<file path="src/rtl/mem_arbiter_if.sv">
// Request, response and RAM-side signals of the shared memory port.
// The arbiter uses the slave view; the CPU/RAM side uses the master view.
interface mem_arbiter_if;
    logic        halt;
    logic        iREN;
    logic [31:0] iaddr;
    logic        iwait;
    logic [31:0] iload;
    logic        dREN;
    logic        dWEN;
    logic [31:0] daddr;
    logic [31:0] dstore;
    logic        dwait;
    logic [31:0] dload;
    logic        ramREN;
    logic        ramWEN;
    logic [31:0] ramaddr;
    logic [31:0] ramstore;
    logic [31:0] ramload;
    logic        ram_ready;
    logic        mem_error;

    modport slave (
        input  halt, iREN, iaddr, dREN, dWEN, daddr, dstore, ramload, ram_ready,
        output iwait, iload, dwait, dload, ramREN, ramWEN, ramaddr, ramstore, mem_error
    );

    modport master (
        output halt, iREN, iaddr, dREN, dWEN, daddr, dstore, ramload, ram_ready,
        input  iwait, iload, dwait, dload, ramREN, ramWEN, ramaddr, ramstore, mem_error
    );
endinterface

</file>
<file path="src/rtl/mem_arbiter.sv">
// Single-port RAM arbiter: data has priority over fetch, with a bounded D-streak
// so fetch cannot starve, and a sticky error state on RAM timeout.
module mem_arbiter #(
    parameter int unsigned DSTREAK_MAX = 4,
    parameter int unsigned TIMEOUT     = 64
) (
    input logic          CLK,
    input logic          RST,
    mem_arbiter_if.slave bus
);
    localparam logic [1:0] IDLE = 2'd0;
    localparam logic [1:0] IGNT = 2'd1;
    localparam logic [1:0] DGNT = 2'd2;
    localparam logic [1:0] ERR  = 2'd3;

    localparam int unsigned SW = $clog2(DSTREAK_MAX + 1);
    localparam int unsigned TW = (TIMEOUT > 1) ? $clog2(TIMEOUT) : 1;
    localparam logic [SW-1:0] STREAK_MAX = SW'(DSTREAK_MAX);
    localparam logic [TW-1:0] TCNT_LAST  = TW'(TIMEOUT - 1);

    logic [1:0]    state_q, state_d;
    logic [SW-1:0] streak_q, streak_d;
    logic [TW-1:0] tcnt_q, tcnt_d;
    logic [31:0]   addr_q, addr_d;
    logic [31:0]   data_q, data_d;
    logic          wr_q, wr_d;
    logic          err_q, err_d;

    logic          dreq, ireq, i_own, d_own, icomp, dcomp, arb;
    logic [SW-1:0] streak_arb;

    assign dreq  = bus.dREN | bus.dWEN;
    assign ireq  = bus.iREN & ~bus.halt;
    // Ownership follows the raw request, so a halted in-flight fetch still finishes.
    assign i_own = (state_q == IGNT) & bus.iREN;
    assign d_own = (state_q == DGNT) & dreq;
    assign icomp = i_own & bus.ram_ready;
    assign dcomp = d_own & bus.ram_ready;

    assign bus.ramREN    = i_own | (d_own & ~wr_q);
    assign bus.ramWEN    = d_own & wr_q;
    assign bus.ramaddr   = (i_own | d_own) ? addr_q : '0;
    assign bus.ramstore  = (d_own & wr_q) ? data_q : '0;
    assign bus.iwait     = ~icomp;
    assign bus.dwait     = ~dcomp;
    assign bus.iload     = icomp ? bus.ramload : '0;
    assign bus.dload     = (dcomp & ~wr_q) ? bus.ramload : '0;
    assign bus.mem_error = err_q;

    always_comb begin
        state_d    = state_q;
        streak_d   = streak_q;
        tcnt_d     = tcnt_q;
        addr_d     = addr_q;
        data_d     = data_q;
        wr_d       = wr_q;
        err_d      = err_q;
        arb        = 1'b0;
        streak_arb = streak_q;

        case (state_q)
            IDLE: arb = 1'b1;
            IGNT: begin
                if (!bus.iREN) begin
                    state_d = IDLE;
                    tcnt_d  = '0;
                end else if (bus.ram_ready) begin
                    streak_arb = '0;
                    arb        = 1'b1;
                end else if (tcnt_q == TCNT_LAST) begin
                    state_d = ERR;
                    err_d   = 1'b1;
                end else begin
                    tcnt_d = tcnt_q + TW'(1);
                end
            end
            DGNT: begin
                if (!dreq) begin
                    state_d = IDLE;
                    tcnt_d  = '0;
                end else if (bus.ram_ready) begin
                    if (ireq && streak_q != STREAK_MAX) streak_arb = streak_q + SW'(1);
                    arb = 1'b1;
                end else if (tcnt_q == TCNT_LAST) begin
                    state_d = ERR;
                    err_d   = 1'b1;
                end else begin
                    tcnt_d = tcnt_q + TW'(1);
                end
            end
            default: err_d = 1'b1;
        endcase

        // Arbitration uses the streak already updated by a completing D grant.
        if (arb) begin
            tcnt_d = '0;
            if (!ireq) streak_arb = '0;
            streak_d = streak_arb;
            if (dreq && (!ireq || streak_arb < STREAK_MAX)) begin
                state_d = DGNT;
                addr_d  = bus.daddr;
                data_d  = bus.dstore;
                wr_d    = bus.dWEN;
            end else if (ireq) begin
                state_d = IGNT;
                addr_d  = bus.iaddr;
                wr_d    = 1'b0;
            end else begin
                state_d = IDLE;
            end
        end
    end

    always_ff @(posedge CLK) begin
        if (RST) begin
            state_q  <= IDLE;
            streak_q <= '0;
            tcnt_q   <= '0;
            addr_q   <= '0;
            data_q   <= '0;
            wr_q     <= 1'b0;
            err_q    <= 1'b0;
        end else begin
            state_q  <= state_d;
            streak_q <= streak_d;
            tcnt_q   <= tcnt_d;
            addr_q   <= addr_d;
            data_q   <= data_d;
            wr_q     <= wr_d;
            err_q    <= err_d;
        end
    end
endmodule

</file>
<file path="src/flat_wrapper.sv">
// flat-port wrapper written by rule: the top's interface ports become plain ports
module mem_arbiter_flat 
#(
    parameter int unsigned DSTREAK_MAX = 4,
    parameter int unsigned TIMEOUT     = 64
)
  (CLK, RST, bus_halt, bus_iREN, bus_iaddr, bus_dREN, bus_dWEN, bus_daddr, bus_dstore, bus_ramload, bus_ram_ready, bus_iwait, bus_iload, bus_dwait, bus_dload, bus_ramREN, bus_ramWEN, bus_ramaddr, bus_ramstore, bus_mem_error);
  mem_arbiter_if bus_i ();
  input logic CLK;
  input logic RST;
  input wire logic [$bits(bus_i.halt)-1:0] bus_halt;
  input wire logic [$bits(bus_i.iREN)-1:0] bus_iREN;
  input wire logic [$bits(bus_i.iaddr)-1:0] bus_iaddr;
  input wire logic [$bits(bus_i.dREN)-1:0] bus_dREN;
  input wire logic [$bits(bus_i.dWEN)-1:0] bus_dWEN;
  input wire logic [$bits(bus_i.daddr)-1:0] bus_daddr;
  input wire logic [$bits(bus_i.dstore)-1:0] bus_dstore;
  input wire logic [$bits(bus_i.ramload)-1:0] bus_ramload;
  input wire logic [$bits(bus_i.ram_ready)-1:0] bus_ram_ready;
  output wire logic [$bits(bus_i.iwait)-1:0] bus_iwait;
  output wire logic [$bits(bus_i.iload)-1:0] bus_iload;
  output wire logic [$bits(bus_i.dwait)-1:0] bus_dwait;
  output wire logic [$bits(bus_i.dload)-1:0] bus_dload;
  output wire logic [$bits(bus_i.ramREN)-1:0] bus_ramREN;
  output wire logic [$bits(bus_i.ramWEN)-1:0] bus_ramWEN;
  output wire logic [$bits(bus_i.ramaddr)-1:0] bus_ramaddr;
  output wire logic [$bits(bus_i.ramstore)-1:0] bus_ramstore;
  output wire logic [$bits(bus_i.mem_error)-1:0] bus_mem_error;
  assign bus_i.halt = bus_halt;
  assign bus_i.iREN = bus_iREN;
  assign bus_i.iaddr = bus_iaddr;
  assign bus_i.dREN = bus_dREN;
  assign bus_i.dWEN = bus_dWEN;
  assign bus_i.daddr = bus_daddr;
  assign bus_i.dstore = bus_dstore;
  assign bus_i.ramload = bus_ramload;
  assign bus_i.ram_ready = bus_ram_ready;
  assign bus_iwait = bus_i.iwait;
  assign bus_iload = bus_i.iload;
  assign bus_dwait = bus_i.dwait;
  assign bus_dload = bus_i.dload;
  assign bus_ramREN = bus_i.ramREN;
  assign bus_ramWEN = bus_i.ramWEN;
  assign bus_ramaddr = bus_i.ramaddr;
  assign bus_ramstore = bus_i.ramstore;
  assign bus_mem_error = bus_i.mem_error;
  mem_arbiter #(.DSTREAK_MAX(DSTREAK_MAX), .TIMEOUT(TIMEOUT)) u_core (.CLK(CLK), .RST(RST), .bus(bus_i));
endmodule
</file>
<file path="config.mk">
export PLATFORM = sky130hd
export DESIGN_NAME = mem_arbiter_flat
export DESIGN_NICKNAME = d
export VERILOG_FILES = /design/src/rtl/mem_arbiter_if.sv /design/src/rtl/mem_arbiter.sv /design/src/flat_wrapper.sv
export SDC_FILE = /design/constraint.sdc
export NUM_CORES = 1
export LEC_CHECK = 0
export ABC_AREA = 1
export BUFFER_PORTS_ARGS = -buffer_cell sky130_fd_sc_hd__buf_2
export CAP_MARGIN = 10
export CORE_MARGIN = 2
export CORE_UTILIZATION = 40
export DETAILED_ROUTE_END_ITERATION = 6
export HOLD_SLACK_MARGIN = 0.15
export PLACE_DENSITY = 0.74
export REMOVE_ABC_BUFFERS = 1
export SLEW_MARGIN = 10
export SYNTH_ARGS = -nofsm -noshare
export SYNTH_HDL_FRONTEND = slang
export SYNTH_SLANG_ARGS = --single-unit
</file>
<file path="constraint.sdc">
create_clock -name CLK -period 2.4 [get_ports CLK]
set_input_delay 0.36 -clock CLK [delete_from_list [all_inputs] [get_ports CLK]]
set_output_delay 0.36 -clock CLK [all_outputs]
set_load 0.005 [all_outputs]
</file>
==> results of run 1 <==
## cells in the mapped netlist (all sizes together)
cell	count
nor2	207
inv	159
nand2	151
dfxtp	77
nand3	77
a21oi	49
buf	22
clkbuf	20
o21ai	12
ha	8
nand4	5
nor3	2
a21boi	1
clkinv	1
nor3b	1
o211ai	1
o31ai	1
xor2	1
## final cells by class
class	count	area (um2)
clock buffer	9	225
clock inverter	7	82.6
fill	1143	4900
inverter	160	603
multi-input combinational	516	2310
sequential	77	1540
tap	143	179
timing repair buffer	285	1530
## flip-flops by register name, indices dropped and copies added, names as in the netlist
| name | flops |
|---|---|
| u_core.state_q | 2 |
| u_core.wr_q | 1 |
| u_core.streak_q | 3 |
| u_core.bus.mem_error | 1 |
| u_core.data_q | 32 |
| u_core.tcnt_q | 6 |
| u_core.addr_q | 32 |
## worst paths after layout
kind / slack (ns) / startpoint / endpoint
setup / recovery: 0.15 / u_core.state_q[0] / bus_dload[31]
hold / removal: 0.25 / bus_dstore[14] / u_core.data_q[14]
setup reg to reg: 0.26 / u_core.state_q[1] / u_core.data_q[17]
hold reg to reg: 0.45 / u_core.bus.mem_error / u_core.bus.mem_error
## worst reg2reg max path, stage by stage, from the launching register on
cell	delay, ns
dfxtp_1	0.42
inv_1	0.11
ha_1	0.34
a21oi_1	0.10
nor2_1	0.18
o21ai_4	0.12
inv_2	0.13
nand3_4	0.21
buf_4	0.25
nand2_1	0.06
nand2_1	0.04
nor2_1	0.11
## report_power, final
group          switching, mW  internal, mW  leakage, nW  total, mW
Sequential            0.0908          1.59        0.638       1.68
Clock                  0.577         0.820        0.144       1.40
Combinational           1.15         0.714         3.16       1.86
Total                   1.81          3.12         3.94       4.93
## layer usage
layer / part of all wire / vias up
met4: 0.0099 / 0
met3: 0.081 / 11
met2: 0.46 / 212
met5: 0 / -
met1: 0.45 / 2249
li1: - / 2863
## kinds of logic after synthesis
family                   Yosys count  share of synthesized area
adder cells (fa/ha/maj)            8                     0.0215
AND/OR/NAND/NOR                  443                      0.393
AO/OA/AOI/OAI                     64                     0.0760
XOR/XNOR                           1                    0.00188
flip-flops                        77                      0.331
buffers and inverters            202                      0.177
## metrics by stage
step	util	instances	hold WS [ns]	area (um2)	worst slack, ns
after global placement	0.540	1181	0.441	6140	0.235
after floorplan	-	753	0.429	4440	-0.278
after global routing	0.569	1197	0.246	6460	-0.00176
final	0.569	1197	0.248	6460	0.146
after CTS	0.567	1197	0.241	6450	0.0664
after detailed placement	0.540	1181	0.447	6140	0.149
==> flow_summary.ini, run 1 <==
[die]
rows = 39
fp.dieH_um = 112
start_util = 0.410
die_w_um = 112
dieArea_um2 = 12500
ios = 268
core_area_um2 = 11400

[global_route]
grt_usage = 0.211
grt_pass1_vias = 4779
use_met3 = 0.0468
antenna_found_initial = 1
use_met2 = 0.367
grtUsageMet1 = 0.267
busiest_layer = met2
grt-ovfl-total = 0
grt_max_degree = 38
grt_pass1_wl_um = 22200

[cells_and_area]
antenna_cells = 0
nets = 1192
syn_to_final_growth_pct = 38.7
final_layout_size_suffix_gt1_frac = 0.308
mostFrequentLayoutCells = buf_2, nor2_1, inv_1
final_common_cell = buf_2

[sta]
slew_violations = 0
worstMarginPinSlew_ns = 0.402
min_period_ns = 2.25
min_period_over_period = 0.939
finalSetupViolations = 0
slew_headroom = 0.732
tns_ns = 0
fin_worst_skew_ns = 0.0115
hold_viol = 0
fmax_mhz = 444

[setup_path]
crit_chain = inv_1 -> ha_2 -> nand2_2 -> inv_1 -> nand3_1 -> buf_6 -> nor2_1 -> buf_2
cp_slowest_cell = dfxtp_1
cp-end-kind = primary output
path_buf_inv = 4
path_common_cell = inv_1
max_stage_delay_ns = 0.35
startpoint_type = flip-flop
cp.arrival_ns = 1.89
rr_worst_depth = 11
path_class = reg2out
worstPathRequired_ns = 2.04
crit_cells = 8
crit_family = buffers and inverters
crit_fanout = 32

[cts]
htreeDepth = 3
cts.clk_slew.worst_paths_ns = 0.07
post_cts_buffers = 0
clk_latency_ns = 0.33
cts_buffer_depth = 2
cts_tree = done
numCtsBuffers = 9
ctsResizeCount = 0
cts_sinks = 77
cts_root_buf = clkbuf_16
ctsHoldBuffers = 0

[placement]
gp_congestion = 0.886
dp_hpwl_um = 10200
port_buffers = 267

[worst_hold_path]
hold_path_depth = 3
min_path_type = in2reg

[synthesis]
yosys_warnings = 0
synth_area_per_cell_um2 = 5.86
synthDominantCellAreaShare = 0.331
synth_seq_cells = 77
synth_area_leader_cell = dfxtp_1
syn-cell-area_um2 = 4660
synth_cell_types = 31
ys_seq_area_frac = 0.331
syn-instance-count = 795
synth_area_leaders = dfxtp_1, nor2_1, inv_1, nand2_1, nand3_1

[drt]
drt_pass1_iterations = 5
num_vias = 5335
ant_nets = 0
wire_per_inst_um = 11.3
drc = 0
vias_per_cell = 4.46
drt_iter0_drc = 368
wl_um = 13600

[status]
status = complete, no violations

[run]
drv_cap = 0

[power]
p_leak_nw = 3.94
peakVddDrop_uv = 373
finalPower_mw = 4.93
p_per_area_nw_per_um2 = 763
Power figures use the tool's default switching activity.
==> inputs of run 2 (changes only) <==
--- a/config.mk
+++ b/config.mk
@@ -11,6 +11,7 @@
 export CORE_MARGIN = 2
 export CORE_UTILIZATION = 40
 export DETAILED_ROUTE_END_ITERATION = 6
+export GPL_TIMING_DRIVEN = 0
 export HOLD_SLACK_MARGIN = 0.15
 export PLACE_DENSITY = 0.74
 export REMOVE_ABC_BUFFERS = 1
==> run 2 against run 1 <==
  * Sequential share of layout area shrank 0.74 points
  * Via count grew 4.6%
  * Utilization rose by 1.9 points
  * Flip-flop and latch count is the same
  * Non-clock buffer count did not move
  * Setup slack got worse by 0.056 ns
  * Critical path type is now reg2reg
  * Largest cell class unchanged
  * Highest routed layer unchanged
==> flow_summary.ini, run 2 (synthesized netlist as in run 1, its figures left out) <==
[status]
status = complete, no violations

[die]
die_w_um = 112
ios = 268
dieArea_um2 = 12500
core_area_um2 = 11400
start_util = 0.410
rows = 39
fp.dieH_um = 112

[sta]
fin_worst_skew_ns = 0.00794
hold_viol = 0
slew_headroom = 0.497
fmax_mhz = 433
rsz0062_at_grt = yes
tns_ns = 0
hold_slack_ns = 0.250
min_period_over_period = 0.963
worstMarginPinSlew_ns = 0.754
slew_violations = 0
setup_ws_ns = 0.0894
finalSetupViolations = 0
min_period_ns = 2.31

[cts]
numCtsBuffers = 9
cts_sinks = 77
cts_tree = done
ctsHoldBuffers = 0
cts.clk_slew.worst_paths_ns = 0.07
cts_root_buf = clkbuf_16
cts_buffer_depth = 2
clk_latency_ns = 0.33
htreeDepth = 3

[cells_and_area]
final_cells = 1203
antenna_cells = 0
nets = 1198
fillers = 1153
mostFrequentLayoutCells = buf_2, nor2_1, inv_1
final_common_cell = buf_2
reg_top3 = u_core.addr_q (32), u_core.data_q (32), u_core.tcnt_q (6)
final_layout_size_suffix_gt1_frac = 0.326
syn_to_final_growth_pct = 43.4
final_util = 0.588

[global_route]
grtUsageMet1 = 0.295
busiest_layer = met2
use_met3 = 0.0582
grt_usage = 0.228
grt_pass1_vias = 4725
use_met2 = 0.374
grt_pass1_wl_um = 23400
antenna_found_initial = 0
grt-ovfl-total = 0
grt_max_degree = 43

[power]
p_leak_nw = 3.97
pwr-share-comb = 0.403
peakVddDrop_uv = 533
pwr-share-seq = 0.326
p_int_mw = 3.19
clkPwrFrac = 0.271
p_switching_mw = 1.96
p_sw_frac = 0.380
p_per_area_nw_per_um2 = 770

[setup_path]
crit_family = simple AND/OR/NAND/NOR gates
crit_chain = inv_1 -> ha_1 -> inv_2 -> a21oi_1 -> nand2_2 -> nand2_8 -> nand3_2 -> buf_12 -> buf_16 -> nor2_1 -> nor2_1
path_class = reg2reg
max_stage_delay_ns = 0.38
rr_worst_depth = 11
r2r-start = u_core.state_q[1]
crit_fanout = 23
r2r-end = u_core.data_q[10]
startpoint_type = flip-flop
path_common_cell = nor2_1
crit_start = u_core.state_q[1]
crit_end = u_core.data_q[10]
cp.arrival_ns = 2.53
worstPathRequired_ns = 2.62
path_buf_inv = 4
crit_cells = 11
reg2reg_slack_ns = 0.09
cp-end-kind = flip-flop
cp_slowest_cell = dfxtp_2

[worst_hold_path]
min_path_type = in2reg

[drt]
vias_per_cell = 4.64
drt_iter0_drc = 336
ant_nets = 0
drc = 0
wl_um = 15300
wire_per_inst_um = 12.7
num_vias = 5581
drt_pass1_iterations = 5

[placement]
pre_cts_slack_ns = -0.742
port_buffers = 267
gp_congestion = 0.834
post-place-cells = 1165
dp_hpwl_um = 9760

[run]
drv_cap = 0
-- run 2: worst min path at each step --
stage                          from              endpoint  slack [ns]  cells after the start
6_report              bus_dstore[4]      u_core.data_q[4]        0.25                      3
5_1_grt               bus_dstore[6]      u_core.data_q[6]        0.23                      3
4_1_cts               bus_dstore[6]      u_core.data_q[6]        0.24                      3
3_5_place_dp   u_core.bus.mem_error  u_core.bus.mem_error        0.45                      2
3_3_place_gp   u_core.bus.mem_error  u_core.bus.mem_error        0.44                      2
2_1_floorplan                   RST  u_core.bus.mem_error        0.43                      1
-- run 2: cell type report --
cell class / count / area (um2) / share of cell area
clock buffer: 9 / 225 / 0.0337
inverter: 160 / 618 / 0.0925
timing repair inverter: 1 / 7.51 / 0.00112
tap: 143 / 179 / 0.0268
timing repair buffer: 285 / 1570 / 0.235
clock inverter: 7 / 80.1 / 0.0120
sequential: 77 / 1540 / 0.231
multi-input combinational: 521 / 2460 / 0.368
-- run 2: tightest hold or removal path, stage by stage --
cell and delay, ns:
buf_2 0.08, nor2_1 0.03, nor2_1 0.08
-- run 2: power by group through the flow --
stage	sequential [mW]	combinational (mW)	clock, mW
after CTS	1.67	1.98	1.43
after floorplan	1.68	1.19	0
after detailed placement	1.70	1.78	0
final	1.68	2.08	1.39
after global placement	1.69	1.71	0
after global routing	1.71	2.35	1.50
-- run 2: routing by layer --
metal,vias to the layer above,share of wire,wire [um]
li1,2891,-,-
met1,2430,0.44,6680
met2,239,0.47,7120
met3,21,0.079,1200
met4,0,0.019,291
met5,-,0,0
-- run 2: timing repair --
| action | 4_1_cts | 5_1_grt |
|---|---|---|
| gates resized for setup | 20 | 11 |
| pin swaps | 4 | 3 |
| cloned | 6 | 1 |
| endpoints found under the hold margin | 0 | 0 |
| endpoints found under the setup margin | 195 | 138 |
| buffers inserted | 12 | 3 |
-- run 2: through the flow --
stage	instance area [um2]	power, mW
2_1_floorplan	4440	2.87
3_3_place_gp	5950	3.40
3_5_place_dp	6010	3.48
4_1_cts	6590	5.08
5_1_grt	6680	5.56
6_report	6680	5.15
